## config.mk

```make
export PLATFORM = sky130hd
export DESIGN_NAME = zero_detect_pipe_flat
export DESIGN_NICKNAME = d
export VERILOG_FILES = /design/src/rtl/zero_detect_pipe_if.sv /design/src/rtl/zero_detect_pipe.sv /design/src/flat_wrapper.sv
export SDC_FILE = /design/constraint.sdc
export NUM_CORES = 1
export LEC_CHECK = 0
export CAP_MARGIN = 20
export CELL_PAD_IN_SITES_DETAIL_PLACEMENT = 1
export CELL_PAD_IN_SITES_GLOBAL_PLACEMENT = 1
export CORE_AREA = 2 2 135 85
export DETAILED_ROUTE_END_ITERATION = 6
export DIE_AREA = 0 0 137 87
export PLACE_DENSITY_LB_ADDON = 0.1
export SLEW_MARGIN = 10
export SYNTH_ARGS = -nofsm -noshare
export SYNTH_HDL_FRONTEND = slang
export SYNTH_SLANG_ARGS = --single-unit
```

## constraint.sdc

```tcl
create_clock -name clock -period 3.2 [get_ports clock]
set_input_delay 0.32 -clock clock [delete_from_list [all_inputs] [get_ports clock]]
set_output_delay 0.32 -clock clock [all_outputs]
set_load 0.02 [all_outputs]
```

## src/rtl/zero_detect_pipe_if.sv

```systemverilog
// zero_detect_pipe_if: operand/result handshake and hit statistics
// bundle between the compare datapath and the game-logic controller.
interface zero_detect_pipe_if #(
   parameter int WIDTH   = 32,
   parameter int COUNT_W = 8
);
   logic               in_valid;
   logic               in_ready;
   logic [WIDTH-1:0]   in_data;
   logic [WIDTH-1:0]   in_cmp;
   logic [1:0]         in_mode;
   logic               out_valid;
   logic               out_ready;
   logic               out_result;
   logic [1:0]         out_mode;
   logic               clear_sticky;
   logic               sticky_hit;
   logic [COUNT_W-1:0] hit_count;

   modport master (
      output in_valid, in_data, in_cmp, in_mode,
      output out_ready, clear_sticky,
      input  in_ready, out_valid, out_result, out_mode,
      input  sticky_hit, hit_count
   );

   modport slave (
      input  in_valid, in_data, in_cmp, in_mode,
      input  out_ready, clear_sticky,
      output in_ready, out_valid, out_result, out_mode,
      output sticky_hit, hit_count
   );
endinterface

```

## src/rtl/zero_detect_pipe.sv

```systemverilog
// zero_detect_pipe: pipelined ANY/ALL/PARITY/EQ reduction tree with
// global-enable valid/ready flow control and sticky hit statistics.
module zero_detect_pipe #(
   parameter int WIDTH            = 32,
   parameter int LEVELS_PER_STAGE = 2,
   parameter int COUNT_W          = 8
) (
   input logic               clock,
   input logic               reset,
   zero_detect_pipe_if.slave bus
);
   localparam int D  = $clog2(WIDTH);
   localparam int NP = 1 << D;
   localparam int L  = LEVELS_PER_STAGE;
   localparam int S  = (D < 1) ? 1 : (D + L - 1) / L;

   localparam logic [1:0] MODE_ANY = 2'd0;
   localparam logic [1:0] MODE_ALL = 2'd1;
   localparam logic [1:0] MODE_PAR = 2'd2;
   localparam logic [1:0] MODE_EQ  = 2'd3;

   // Width of the partial-sum vector held by stage register g.
   function automatic int stg_ow(int g);
      int lv;
      lv = (g + 1) * L;
      if (lv > D) lv = D;
      return 1 << (D - lv);
   endfunction

   function automatic int stg_off(int g);
      int o;
      o = 0;
      for (int j = 0; j < g; j++) o += stg_ow(j);
      return o;
   endfunction

   localparam int TOT = stg_off(S);

   function automatic logic red2(
      logic [1:0] m,
      logic       a,
      logic       b
   );
      logic r;
      unique case (1'b1)
         (m == MODE_ANY): r = a | b;
         (m == MODE_PAR): r = a ^ b;
         default:         r = a & b;
      endcase
      return r;
   endfunction

   logic [NP-1:0]    leaf;
   logic [WIDTH-1:0] bits;
   logic             pad;
   logic             en;
   logic             acc;
   logic             hit;

   wire  [TOT-1:0]   data_d;
   logic [TOT-1:0]   data_q;
   wire  [S-1:0]     valid_d;
   logic [S-1:0]     valid_q;
   wire  [2*S-1:0]   mode_d;
   logic [2*S-1:0]   mode_q;

   logic               sticky_d;
   logic               sticky_q;
   logic [COUNT_W-1:0] count_d;
   logic [COUNT_W-1:0] count_q;

   // Leaves beyond WIDTH carry the identity of the selected reduction.
   always_comb begin
      pad = (bus.in_mode == MODE_ALL) || (bus.in_mode == MODE_EQ);
      if (bus.in_mode == MODE_EQ) bits = ~(bus.in_data ^ bus.in_cmp);
      else                        bits = bus.in_data;
      leaf = {NP{pad}};
      leaf[WIDTH-1:0] = bits;
   end

   always_comb begin
      en  = !valid_q[S-1] || bus.out_ready;
      acc = bus.in_valid && en;
      hit = valid_q[S-1] && bus.out_ready && data_q[TOT-1];
   end

   for (genvar g = 0; g < S; g++) begin : g_stg
      localparam int IW = (g == 0) ? NP : stg_ow(g - 1);
      localparam int OW = stg_ow(g);
      localparam int NL = $clog2(IW / OW);

      logic [IW-1:0] src;
      logic [1:0]    src_m;
      logic [IW-1:0] t;

      if (g == 0) begin : g_head
         assign src        = leaf;
         assign src_m      = bus.in_mode;
         assign valid_d[0] = acc;
      end else begin : g_body
         assign src        = data_q[stg_off(g - 1) +: IW];
         assign src_m      = mode_q[2*(g-1) +: 2];
         assign valid_d[g] = valid_q[g-1];
      end

      // In-place pairwise folding: slot i only reads slots >= i.
      always_comb begin
         t = src;
         for (int l = 0; l < NL; l++) begin
            for (int i = 0; i < (IW >> (l + 1)); i++) begin
               t[i] = red2(src_m, t[2*i], t[2*i+1]);
            end
         end
      end

      assign data_d[stg_off(g) +: OW] = t[OW-1:0];
      assign mode_d[2*g +: 2]         = src_m;
   end

   always_ff @(posedge clock) begin
      if (reset) begin
         data_q  <= '0;
         valid_q <= '0;
         mode_q  <= '0;
      end else if (en) begin
         data_q  <= data_d;
         valid_q <= valid_d;
         mode_q  <= mode_d;
      end
   end

   // A hit consumed together with clear_sticky restarts the count at 1.
   always_comb begin
      sticky_d = sticky_q;
      count_d  = count_q;
      if (hit) begin
         sticky_d = 1'b1;
         if (bus.clear_sticky)   count_d = COUNT_W'(1);
         else if (count_q != '1) count_d = count_q + COUNT_W'(1);
      end else if (bus.clear_sticky) begin
         sticky_d = 1'b0;
         count_d  = '0;
      end
   end

   always_ff @(posedge clock) begin
      if (reset) begin
         sticky_q <= 1'b0;
         count_q  <= '0;
      end else begin
         sticky_q <= sticky_d;
         count_q  <= count_d;
      end
   end

   assign bus.in_ready   = en;
   assign bus.out_valid  = valid_q[S-1];
   assign bus.out_result = data_q[TOT-1];
   assign bus.out_mode   = mode_q[2*S-1 -: 2];
   assign bus.sticky_hit = sticky_q;
   assign bus.hit_count  = count_q;
endmodule

```

## src/flat_wrapper.sv

```systemverilog
// flat-port wrapper written by rule: the top's interface ports become plain ports
module zero_detect_pipe_flat 
#(
   parameter int WIDTH            = 32,
   parameter int LEVELS_PER_STAGE = 2,
   parameter int COUNT_W          = 8
)
  (clock, reset, bus_in_valid, bus_in_data, bus_in_cmp, bus_in_mode, bus_out_ready, bus_clear_sticky, bus_in_ready, bus_out_valid, bus_out_result, bus_out_mode, bus_sticky_hit, bus_hit_count);
  zero_detect_pipe_if #(.WIDTH(WIDTH), .COUNT_W(COUNT_W)) bus_i ();
  input logic clock;
  input logic reset;
  input wire logic [$bits(bus_i.in_valid)-1:0] bus_in_valid;
  input wire logic [$bits(bus_i.in_data)-1:0] bus_in_data;
  input wire logic [$bits(bus_i.in_cmp)-1:0] bus_in_cmp;
  input wire logic [$bits(bus_i.in_mode)-1:0] bus_in_mode;
  input wire logic [$bits(bus_i.out_ready)-1:0] bus_out_ready;
  input wire logic [$bits(bus_i.clear_sticky)-1:0] bus_clear_sticky;
  output wire logic [$bits(bus_i.in_ready)-1:0] bus_in_ready;
  output wire logic [$bits(bus_i.out_valid)-1:0] bus_out_valid;
  output wire logic [$bits(bus_i.out_result)-1:0] bus_out_result;
  output wire logic [$bits(bus_i.out_mode)-1:0] bus_out_mode;
  output wire logic [$bits(bus_i.sticky_hit)-1:0] bus_sticky_hit;
  output wire logic [$bits(bus_i.hit_count)-1:0] bus_hit_count;
  assign bus_i.in_valid = bus_in_valid;
  assign bus_i.in_data = bus_in_data;
  assign bus_i.in_cmp = bus_in_cmp;
  assign bus_i.in_mode = bus_in_mode;
  assign bus_i.out_ready = bus_out_ready;
  assign bus_i.clear_sticky = bus_clear_sticky;
  assign bus_in_ready = bus_i.in_ready;
  assign bus_out_valid = bus_i.out_valid;
  assign bus_out_result = bus_i.out_result;
  assign bus_out_mode = bus_i.out_mode;
  assign bus_sticky_hit = bus_i.sticky_hit;
  assign bus_hit_count = bus_i.hit_count;
  zero_detect_pipe #(.WIDTH(WIDTH), .LEVELS_PER_STAGE(LEVELS_PER_STAGE), .COUNT_W(COUNT_W)) u_core (.clock(clock), .reset(reset), .bus(bus_i));
endmodule
```

== Word level (Yosys, flattened, before mapping) ==
Cells that the tools add are included.

* Register bits: 29
* Input port bits: 71
* Output and inout bits: 14
* Logic and storage cells: 155

* $add $sub $neg: 1
* Equal/unequal tests: 5
* Muxes and demuxes: 38
* Bitwise logic cells: 95
* Reduce and logical (&&, ||, !) cells: 11

{| class="wikitable"
|+ Operator list
! cell !! number
|-
| $pmux W1 S2 || 31
|-
| $mux W32 || 1
|-
| $mux W8 || 4
|-
| $not A32 Y32 || 1
|-
| $xor A32 B32 Y32 || 1
|-
| $and A1 B1 Y1 || 31
|-
| $or A1 B1 Y1 || 31
|-
| $xor A1 B1 Y1 || 31
|-
| $add A8 B1 Y8 const B || 1
|-
| $eq A2 B2 Y1 const B || 4
|-
| $ne A8 B8 Y1 const B || 1
|-
| $logic_not A2 Y1 || 3
|-
| $reduce_bool A2 Y1 || 2
|-
| $logic_and A1 B1 Y1 || 3
|-
| $mux W1 || 2
|-
| $reduce_and A2 Y1 || 1
|-
| $logic_not A1 Y1 || 1
|-
| $logic_or A1 B1 Y1 || 1
|}

== Logic depth before layout (Yosys ltp) ==
Gate-level depths: netlist (run 1).

* Word-level depth: 7
* Gate-level depth with buffers: 13
* Mapped depth without buffers: 11

== Worst setup path before layout (run 1) ==
No wires, ideal clock.

* Path type: input -> register
* From: input port bus_in_mode[0]
* To: register u_core.data_q[5]
* Setup time: 0.132 ns
* Arrival: 2.340 ns
* Data required time: 3.068 ns
* Slack: 0.728 ns
* Cell stages on the path: 13
* Buffers on the path: 2
* Path through: buf_2 -> nand2_1 -> buf_2 -> nor2_1 -> xnor2_1 -> ha_1 -> nor2b_1 -> nor3_1 -> a21oi_1 -> ha_1 -> and2_1 -> o311ai_0 -> a21oi_1

* Cells in the longest elaborated chain, start to end: 6
* Elaborated cells on any way between the ends: 16
* Classes of those cells: 2 x eq/ne; 4 x mux; 9 x bitwise; 1 x reduce/logical

{| class="wikitable"
|+ RTL lines
! what !! line !! RTL
|-
| start, declared || flat_wrapper.sv:15 || <nowiki>input wire logic [$bits(bus_i.in_mode)-1:0] bus_in_mode;</nowiki>
|-
| $eq A2 B2 Y1 || n/a ||
|-
| $mux W32 || zero_detect_pipe.sv:75 || <nowiki>if (bus.in_mode == MODE_EQ) bits = ~(bus.in_data ^ bus.in_cmp);</nowiki>
|-
| $and A1 B1 Y1 (tied with other cells) || zero_detect_pipe.sv:48 || <nowiki>default: r = a & b;</nowiki>
|-
| $pmux W1 S2 || zero_detect_pipe.sv:45 || <nowiki>unique case (1'b1)</nowiki>
|-
| $and A1 B1 Y1 (tied with other cells) || zero_detect_pipe.sv:48 ||
|-
| $pmux W1 S2 * || zero_detect_pipe.sv:45 ||
|-
| end signal, assigned || zero_detect_pipe.sv:126 || <nowiki>data_q <= data_d;</nowiki>
|-
| end, declared || zero_detect_pipe.sv:61 || <nowiki>logic [TOT-1:0] data_q;</nowiki>
|}

Mark *: on every way between the ends. The rest lies on a longest branch, timed or not.
A chain may end at the register's enable or synchronous reset.

== Worst setup path after layout (run 1) ==
* From: input port bus_in_mode[1]
* To: register u_core.data_q[6]

Same word-level chain as after synthesis.

==> metrics.csv, run 1 <==
stage,metric,value,unit
route,Via density,4.90,
cells_and_area,area of the multi-input gates,2820,um^2
critical_path,WP data arrival,2940,ps
critical_path,R2R Path Start,u_core.data_q[5],
cells_and_area,register area,581,um^2
critical_path,Critical Path Start Type,primary input,
sta,Relative slew margins,57.9,%
global_routing,largest net degree at the start of global routing,63,
clock_network,root buf cell,clkbuf_16,
status,outcome,"finished, final reports clean",
hold_path,worst hold path class,register to register,
run,Max Cap Viol,0,
yosys,Synth Cell Area,3650,um^2
global_routing,GRT Total Usage,15.9,%
route,number of remaining DRC errors,0,
global_routing,initial antenna violation count,0,
die,Top-Level Pins,85,
die,Die Span Y,87,um
clock_network,clock sinks,29,
sta,period utilization,86.5,%
sta,Final Max Tran Viols,0,
clock_network,Clock Tree Buf Depth,2,
placement,global placement routability congestion,0.732,
sta,Fin Setup TNS,0,ps
sta,skew final,7.63,ps
power,total power,1490,uW
power,leak pwr,0.00205,uW
yosys,Cell variety after synth,42,
critical_path,"Slowest-stage cell, CP",clkdlybuf4s50_1,
clock_network,post-CTS sizing,0,
clock_network,CTS tree,yes,
sta,setup repair after global routing missed its margin,no,
yosys,main flop type after synthesis,dfxtp_1,
critical_path,Crit path required time,3380,ps
sta,Worst Tran Pin Value,632,ps
yosys,Post-synth EDFFs,0,
critical_path,CP Class,primary input to register,
route,Routed Antenna Nets,0,
yosys,Synth Area per Inst,8.02,um^2
yosys,register bit total from synthesis,29,
clock_network,CTS Hold Bufs,0,
route,Total Routed Length,8760,um
cells_and_area,fillers,1297,
critical_path,"slowest stage delay, CP",500,ps
cells_and_area,area grow syn2layout,29.5,%
clock_network,Worst-path clk slew,60,ps
global_routing,Overflow after GRT,0,
yosys,top-area cell type share of the netlist area,21.6,%
placement,# port buffers,84,
die,core area,10800,um^2
sta,Setup-failing EPs final,0,
die,DIE AREA,11900,um^2
sta,post-layout min period,2770,ps
route,Routed wire per std cell,13.1,um
power,Max VDD drop,0.183,mV
critical_path,"critical path, cell by cell",clkdlybuf4s50_1 -> nand2_1 -> buf_12 -> nor2_1 -> xnor2_1 -> ha_1 -> nor2b_1 -> nor3_1 -> a21oi_1 -> ha_1 -> inv_1 -> a211o_1 -> a221oi_1,
route,DRT iter0 DRCs,135,
yosys,fraction of registers with async set/reset,0,%
placement,pre-CTS WS,145,ps
cells_and_area,share of cells above drive strength 1,4.21,%
sta,fmax,361,MHz
die,cell row count,30,
sta,final setup margin,432,ps
die,Starting Density,33.7,%
cells_and_area,antenna cells,0,
cells_and_area,nets,655,
yosys,YS warnings,0,
global_routing,global-route wire length before repair,15800,um
power,power per cell area,316,nW/um^2
yosys,Post-Syn Nets,589,
critical_path,endpoint type of the worst setup path,register,
cells_and_area,"most common cell after layout, fill and taps aside",clkdlybuf4s50_1,
clock_network,total CTS buffers,5,
cells_and_area,most frequent cells in the layout,"83 x clkdlybuf4s50_1, 63 x ha_1, 44 x nor2b_1",
critical_path,CP max FO,32,
sta,"Hold Vio Cnt, Final",0,
hold_path,hold endpoint,u_core.mode_q[5],
global_routing,vias in the first global route,3434,
critical_path,critical path's most frequent cell,ha_1,
route,routed via count,3263,
yosys,Gate Count Post-Synth,455,
sta,Min Hold Slack,450,ps
clock_network,CTS H-tree depth,2,
critical_path,reg2reg end,u_core.data_q[9],
route,DRT Pass-1 Iters,4,
cells_and_area,Util after Layout,43.7,%
hold_path,WHS Path Cells,2,
critical_path,Buffers & Inverters on Critical Path,3,
hold_path,worst hold start,u_core.mode_q[5],
die,Die X,137,um
placement,post-DP HPWL,6770,um
clock_network,setup bufs post-CTS,0,
yosys,Yosys top cell by area,ha_1,
critical_path,Top delay family on crit path,buffers and inverters,
clock_network,Clock Latency Late Sink,270,ps
yosys,"top cells by area, synth","ha_1 22%, dfxtp_1 16%, xnor2_1 7.7%, xor2_1 7.7%, nor2b_1 7.5%",
critical_path,flop2flop setup slack,1170,ps
yosys,register area share after synthesis,15.9,%
critical_path,worst r2r path cells,9,
tightest hold or removal path, cell delays in order (launching register included):
cell and delay, ps:
dfxtp_1 310, nand2_1 50, a21oi_1 50
worst max path at each step:
stage | from | end | slack (ps) | depth (start not counted)
after detailed placement | bus_in_mode[1] | u_core.data_q[3] | 150 | 13
after global routing | bus_in_mode[1] | u_core.data_q[1] | 130 | 13
after floorplan | bus_in_mode[0] | u_core.data_q[5] | 730 | 13
final | bus_in_mode[1] | u_core.data_q[6] | 430 | 13
after global placement | bus_in_mode[1] | u_core.data_q[5] | 250 | 13
after CTS | bus_in_mode[1] | u_core.data_q[6] | 400 | 13
metrics by stage:
stage,std cells,area (um^2)
global placement,658,4550
CTS,666,4730
finish,666,4730
floorplan,455,3650
detailed placement,658,4550
global route,666,4730
kinds of logic (layout without fill, tap and decap cells):
kind of cell / after synthesis / after routing / share of synthesized area [%]
xor gates and xnor gates: 64 / 64 / 15.4
and+or+nand+nor: 147 / 147 / 20.8
AOI/OAI and AO/OA: 90 / 90 / 16.9
buffers and inverters: 53 / 120 / 6.89
muxes: 9 / 9 / 2.57
adders and majority gates: 63 / 63 / 21.6
DFF: 29 / 29 / 15.9
cells in the mapped netlist (3+ instances only):
| master | number |
|---|---|
| a211o_1 | 9 |
| a21o_1 | 17 |
| a21oi_1 | 41 |
| a221oi_1 | 8 |
| buf_2 | 13 |
| buf_4 | 5 |
| clkbuf_1 | 9 |
| dfxtp_1 | 29 |
| ha_1 | 63 |
| inv_1 | 23 |
| mux2_2 | 3 |
| mux2i_1 | 6 |
| nand2_1 | 26 |
| nand2b_1 | 3 |
| nand3_1 | 3 |
| nor2_1 | 39 |
| nor2b_1 | 44 |
| nor3_1 | 17 |
| nor4_1 | 3 |
| o21ai_0 | 3 |
| xnor2_1 | 32 |
| xor2_1 | 32 |
registers in the layout, summed over array words and instances, names as in the netlist:
signal / count
u_core.mode_q: 6
u_core.valid_q: 3
u_core.bus.sticky_hit: 1
u_core.bus.hit_count: 8
u_core.data_q: 11
power breakdown:
group / internal [uW] / leakage, uW / total (uW) / switching, uW
Clock: 388 / 0.0000831 / 563 / 174
Combinational: 279 / 0.00173 / 523 / 244
Sequential: 383 / 0.000238 / 407 / 23.0
routing by layer:
layer	vias to the layer above	global-route usage, %	wire [um]	share of wire (%)
met4	0	1.69	38	0.43
met5	-	0	0	0
met3	5	2.50	281	3.2
met2	47	27.8	3990	46
met1	1534	21.3	4450	51
li1	1677	-	-	-
final cells by class:
class / count / area share, %
Timing Repair Buffer: 89 / 18.7
Sequential cell: 29 / 12.3
Tap cell: 144 / 3.81
Clock buffer: 6 / 2.94
Multi-Input combinational cell: 373 / 59.6
Clock inverter: 2 / 0.794
Inverter: 23 / 1.83
(Power assumes the default switching activity.)
==> inputs of run 2 (changes only) <==
- CORE_AREA: 2 2 135 85 -> 2 2 130 81
- DIE_AREA: 0 0 137 87 -> 0 0 132 83
==> run 2 against run 1 <==
Effect of this change:
- global-route usage is 0.41 points higher
- flip-flop and latch count unchanged
- final cell count shrank 1.4%
- first-iteration DRC count shrank 16%
- hold slack improved by 2.9 ps
- die area fell by 8.1%
- largest power group is now combinational cells
- highest routed layer unchanged
==> metrics.csv, run 2 (synthesized netlist as in run 1, its figures left out) <==
stage,metric,value,unit,change
power,power per cell area,295,nW/um^2,-6.6%
power,sequential share of power,29.5,%,+2.3 points
critical_path,Critical Path Start Type,primary input,,
die,Starting Density,37.6,%,+3.8 points
critical_path,worst r2r path cells,9,,unchanged
power,Int Pwr,945,uW,-10%
critical_path,endpoint type of the worst setup path,register,,
power,total net switching power,434,uW,-1.7%
placement,global placement routability congestion,0.777,,+6.1%
sta,"Hold Vio Cnt, Final",0,,unchanged
global_routing,Overflow after GRT,0,,unchanged
clock_network,clock sinks,29,,unchanged
cells_and_area,Util after Layout,48.2,%,+4.5 points
clock_network,total CTS buffers,5,,unchanged
route,Via density,4.94,,+0.90%
critical_path,"Slowest-stage cell, CP",ha_1,,
sta,final setup margin,774,ps,+342 ps
die,core area,9700,um^2,-10%
clock_network,Clock Tree Buf Depth,2,,unchanged
critical_path,critical path's most frequent cell,ha_1,,
global_routing,vias in the first global route,3408,,-0.76%
die,DIE AREA,11000,um^2,-8.1%
status,outcome,"finished, final reports clean",,
sta,Fin Setup TNS,0,ps,unchanged
cells_and_area,share of cells above drive strength 1,4.41,%,+0.19 points
sta,Final Max Tran Viols,0,,unchanged
die,cell row count,28,,-6.7%
critical_path,"critical path, cell by cell",buf_2 -> nand2_1 -> buf_12 -> nor2_1 -> xnor2_1 -> ha_1 -> nor2b_1 -> nor3_1 -> a21oi_1 -> ha_1 -> inv_1 -> a211o_1 -> a221oi_1,,
sta,Worst Tran Pin Value,633,ps,+0.614 ps
critical_path,WP data arrival,2610,ps,-330 ps
route,number of remaining DRC errors,0,,unchanged
placement,pre-CTS WS,483,ps,+338 ps
die,Die X,132,um,-3.6%
sta,skew final,7.35,ps,-0.275 ps
hold_path,WHS Path Cells,2,,unchanged
hold_path,worst hold start,u_core.valid_q[1],,
route,Routed wire per std cell,13.2,um,about the same
die,Top-Level Pins,85,,unchanged
critical_path,CP max FO,28,,-13%
clock_network,root buf cell,clkbuf_16,,
sta,Min Hold Slack,453,ps,+2.90 ps
clock_network,CTS tree,yes,,
critical_path,flop2flop setup slack,1150,ps,-20 ps
clock_network,post-CTS sizing,0,,unchanged
global_routing,largest net degree at the start of global routing,63,,unchanged
placement,# port buffers,84,,unchanged
cells_and_area,antenna cells,0,,unchanged
route,Total Routed Length,8650,um,-1.3%
cells_and_area,"most common cell after layout, fill and taps aside",clkdlybuf4s50_1,,
clock_network,CTS H-tree depth,2,,unchanged
clock_network,CTS Hold Bufs,0,,unchanged
hold_path,hold endpoint,u_core.valid_q[1],,
clock_network,setup bufs post-CTS,0,,unchanged
sta,Relative slew margins,57.8,%,about the same
critical_path,"slowest stage delay, CP",310,ps,-190 ps
power,Max VDD drop,0.169,mV,-7.8%
critical_path,CP Class,primary input to register,,
sta,fmax,412,MHz,+14%
global_routing,GRT Total Usage,16.3,%,+0.41 points
cells_and_area,most frequent cells in the layout,"82 x clkdlybuf4s50_1, 63 x ha_1, 44 x nor2b_1",,
cells_and_area,Reg with most FFs,u_core.data_q,,
die,Die Span Y,83,um,-4.6%
cells_and_area,max FFs per register,11,,unchanged
hold_path,worst hold path class,register to register,,
global_routing,initial antenna violation count,0,,unchanged
route,DRT iter0 DRCs,114,,-16%
clock_network,Worst-path clk slew,60,ps,about the same
power,Gate power share,37.7,%,+2.7 points
route,DRT Pass-1 Iters,4,,unchanged
sta,Setup-failing EPs final,0,,unchanged
power,Switching Share,31.5,%,+1.9 points
critical_path,R2R Path Start,u_core.data_q[5],,
clock_network,Clock Latency Late Sink,280,ps,about the same
critical_path,reg2reg end,u_core.data_q[9],,
sta,period utilization,75.8,%,-11 points
power,leak pwr,0.00203,uW,-0.66%
cells_and_area,nets,655,,unchanged
run,Max Cap Viol,0,,unchanged
critical_path,Crit path required time,3380,ps,about the same
power,total power,1380,uW,-7.6%
global_routing,global-route wire length before repair,15200,um,-3.7%
route,routed via count,3248,,-0.46%
route,Routed Antenna Nets,0,,unchanged
sta,post-layout min period,2430,ps,-342 ps
cells_and_area,area grow syn2layout,28.2,%,
sta,setup repair after global routing missed its margin,no,,
power,clock network fraction of total power,32.8,%,-4.9 points
placement,post-DP HPWL,6670,um,-1.4%
[run 2: metrics by stage]
| step | instance area, um^2 | cells |
|---|---|---|
| 2_1_floorplan | 3650 | 455 |
| 3_3_place_gp | 4530 | 649 |
| 3_5_place_dp | 4530 | 649 |
| 4_1_cts | 4680 | 657 |
| 5_1_grt | 4680 | 657 |
| 6_report | 4680 | 657 |
[run 2: final cells by class]
class,instances,area [um^2]
repair buffers,89,881
flip-flops and latches,29,581
multi-input cells,373,2820
fillers,1177,5030
inverters,23,86.3
well taps,135,169
clock buffers,5,125
clock inverters,3,17.5
[run 2: power groups by stage]
stage                     Clock, uW  Sequential (uW)  Combinational [uW]
after floorplan                   0              406                 351
after global placement            0              412                 502
after detailed placement          0              413                 527
after CTS                       464              406                 534
after global routing            483              410                 605
final                           452              406                 521
[run 2: worst max-delay path by stage]
stage              startpoint  slack, ps  cells after the start                to
6_report       bus_in_mode[1]        770                     13  u_core.data_q[0]
5_1_grt        bus_in_mode[1]        460                     13  u_core.data_q[5]
4_1_cts        bus_in_cmp[31]        750                     11  u_core.data_q[7]
3_5_place_dp   bus_in_mode[1]        480                     13  u_core.data_q[2]
3_3_place_gp   bus_in_mode[1]        590                     13  u_core.data_q[6]
2_1_floorplan  bus_in_mode[0]        730                     13  u_core.data_q[5]
[run 2: critical path: cells and delay by family]
family                   cells  cell delay, ps
AND/OR/NAND/NOR              4             610
buffers and inverters        3             340
AO/OA/AOI/OAI                3             600
adder cells (fa/ha/maj)      2             600
XOR/XNOR                     1             110
[run 2: metal layers]
| layer | up-vias | GRT usage (%) | share of wire (%) |
|---|---|---|---|
| li1 | 1677 | - | - |
| met4 | 0 | 2.37 | 0.44 |
| met3 | 4 | 2.87 | 3.6 |
| met2 | 50 | 29.9 | 48 |
| met1 | 1517 | 20.3 | 48 |
| met5 | - | 0 | 0 |
==> inputs of run 3 (changes only) <==
- CORE_AREA: 2 2 130 81 -> 2 2 137 86
- DIE_AREA: 0 0 132 83 -> 0 0 139 88
- clock period: 3.2 -> 2.1 ns (I/O delays scaled with it)
==> run 3 against run 2 <==
Effect of this change:
- the flow now finishes with violations (negative setup slack)
- register-to-register slack got worse by 1100 ps
- final cell count increased by 14%
- flip-flop and latch count unchanged
- critical path type unchanged
- largest cell class unchanged
- highest routed layer unchanged
==> metrics.csv, run 3 (synthesized netlist as in run 1, its figures left out) <==
stage,metric,value,unit,change
sta,period utilization,100,%,
critical_path,"slowest stage delay, CP",300,ps,about the same
route,Routed Antenna Nets,0,,unchanged
sta,final setup margin,-9.09,ps,-783 ps
global_routing,largest net degree at the start of global routing,63,,unchanged
die,Top-Level Pins,85,,unchanged
route,WL met2,5590,um,+36%
critical_path,Top delay family on crit path,simple AND/OR/NAND/NOR gates,,
critical_path,WP data arrival,2300,ps,-310 ps
clock_network,CTS H-tree depth,2,,unchanged
route,M1 WL,4620,um,+11%
power,leak pwr,0.00289,uW,+42%
cells_and_area,most frequent cells in the layout,"81 x buf_4, 49 x ha_1, 36 x a21oi_1",,
route,Total Routed Length,10600,um,+23%
die,Starting Density,33.3,%,-4.3 points
clock_network,Clock Tree Buf Depth,2,,unchanged
global_routing,initial antenna violation count,0,,unchanged
sta,"Hold Vio Cnt, Final",0,,unchanged
power,Max VDD drop,0.229,mV,+36%
route,routed via count,3597,,+11%
route,DRT iter0 DRCs,129,,+13%
cells_and_area,Finished Layout Cells,748,,+14%
critical_path,Critical Path Source,bus_in_mode[0],,
die,Die X,139,um,+5.3%
clock_network,total CTS buffers,5,,unchanged
critical_path,Critical Path End,u_core.data_q[7],,
die,cell row count,30,,+7.1%
sta,Relative slew margins,48.8,%,-9.0 points
clock_network,Clock Latency Late Sink,280,ps,about the same
critical_path,reg2reg end,u_core.data_q[9],,
cells_and_area,share of cells above drive strength 1,34.8,%,+30 points
status,violated checks,negative setup slack,,
route,number of remaining DRC errors,0,,unchanged
critical_path,flop2flop setup slack,40,ps,-1110 ps
placement,# port buffers,84,,unchanged
sta,Final Max Tran Viols,0,,unchanged
critical_path,"critical path, cell by cell",buf_8 -> nand2_8 -> buf_12 -> nor2_4 -> xnor2_2 -> ha_2 -> nor2b_2 -> nor3_2 -> a21oi_2 -> ha_4 -> nor2b_2 -> a211o_1 -> a221oi_2,,
route,Routed wire per std cell,14.2,um,+7.8%
cells_and_area,max FFs per register,11,,unchanged
critical_path,Buffers & Inverters on Critical Path,2,,-1
sta,fmax,474,MHz,
die,core area,11000,um^2,+13%
critical_path,Crit path required time,2290,ps,-1090 ps
sta,skew final,4.15,ps,-3.20 ps
cells_and_area,"most common cell after layout, fill and taps aside",buf_4,,
critical_path,critical path's most frequent cell,nor2b_2,,
global_routing,GRT Total Usage,17.3,%,+1.0 points
run,Max Cap Viol,0,,unchanged
placement,post-DP HPWL,7870,um,+18%
clock_network,Worst-path clk slew,50,ps,about the same
route,DRT Pass-1 Iters,4,,unchanged
critical_path,"Slowest-stage cell, CP",a211o_1,,
critical_path,CP max FO,7,,-75%
cells_and_area,Util after Layout,55.7,%,+7.5 points
hold_path,worst hold path class,register to register,,
critical_path,Critical Path Start Type,primary input,,
sta,Setup-failing EPs final,1,,+1
cells_and_area,nets,737,,+13%
cells_and_area,Final Cell Area,6100,um^2,+31%
die,DIE AREA,12200,um^2,+12%
power,power per cell area,424,nW/um^2,+44%
global_routing,global-route wire length before repair,17600,um,+15%
status,outcome,"complete, but fails checks",,
global_routing,vias in the first global route,3834,,+13%
cells_and_area,Reg with most FFs,u_core.data_q,,
sta,setup repair after global routing missed its margin,yes,,
critical_path,worst r2r path cells,9,,unchanged
critical_path,CP Class,primary input to register,,
route,Via density,4.81,,-2.7%
clock_network,clock sinks,29,,unchanged
die,Die Span Y,88,um,+6.0%
critical_path,Critical Path Stages,13,,unchanged
critical_path,endpoint type of the worst setup path,register,,
route,top sig layer,met4,,
placement,placed cell count,733,,+13%
sta,Worst Tran Pin Value,768,ps,+136 ps
cells_and_area,antenna cells,0,,unchanged
cells_and_area,fillers,1234,,+4.8%
global_routing,Overflow after GRT,0,,unchanged
clock_network,CTS tree,yes,,
clock_network,root buf cell,clkbuf_16,,
placement,global placement routability congestion,0.765,,-1.5%
cells_and_area,area grow syn2layout,67.2,%,
clock_network,CTS Hold Bufs,0,,unchanged
sta,post-layout min period,2110,ps,
route,Routed met3 length,331,um,+5.8%
placement,Area after DPL,5280,um^2,+16%
hold_path,WHS Path Cells,2,,unchanged
critical_path,R2R Path Start,u_core.data_q[4],,
## run 3: cell count changes in the layout (fill, tap and decap cells not counted), moves of 17 or more
cell,before,now
dlygate4sd2_1,0,22
clkdlybuf4s50_1,82,33
nor2_4,0,27
nor3_1,17,0
dlymetal6s2s_1,0,27
nor2_1,39,7
buf_4,4,81
## run 3: final cells by class
type / count / area (um^2) / share of cell area, %
multi-input combinational: 373 / 3460 / 56.7
timing repair buffer: 171 / 1620 / 26.5
clock buffer: 6 / 139 / 2.28
sequential: 29 / 581 / 9.51
inverter: 23 / 86.3 / 1.41
tap: 144 / 180 / 2.95
clock inverter: 2 / 37.5 / 0.615
## run 3: tightest hold or removal path, cell delays in order, from the launching register on
cell	delay, ps
dfxtp_1	310
nand2_1	50
a21oi_1	50
## run 3: worst min path at each step
| stage | startpoint | endpoint | slack, ps |
|---|---|---|---|
| after floorplan | bus_in_valid | u_core.valid_q[0] | 350 |
| after global placement | u_core.valid_q[1] | u_core.valid_q[1] | 440 |
| after detailed placement | u_core.valid_q[1] | u_core.valid_q[1] | 450 |
| after CTS | u_core.valid_q[1] | u_core.valid_q[1] | 460 |
| after global routing | u_core.bus.sticky_hit | u_core.bus.sticky_hit | 490 |
| final | u_core.valid_q[1] | u_core.valid_q[1] | 460 |
## run 3: repair_timing
item,in CTS,in global routing
buffers inserted,3,3
endpoints found under the setup margin,8,10
pin swaps,40,70
resized for setup,66,98
gates cloned,1,0
## run 3: per-layer routing
metal	track usage [%]	vias to the layer above
met5	0	-
met4	3.31	0
met3	2.79	7
met2	33.8	54
met1	20.4	1703
li1	-	1833
## run 3: report_power, final
part           switching [uW]  internal (uW)  total (uW)  leakage (uW)
Combinational             514            600        1110       0.00257
Clock                     267            591         858     0.0000831
Sequential               32.8            585         617      0.000238
## run 3: stage by stage
stage                     hold slack, ps  power (uW)  setup TNS (ps)  setup slack [ps]
after floorplan                      350        1190            -487             -86.4
after global placement               440        1540           -2820              -494
after detailed placement             452        1590           -3430              -585
after CTS                            459        2510           -60.6             -24.7
after global routing                 488        2770            -854              -141
final                                455        2590           -9.09             -9.09
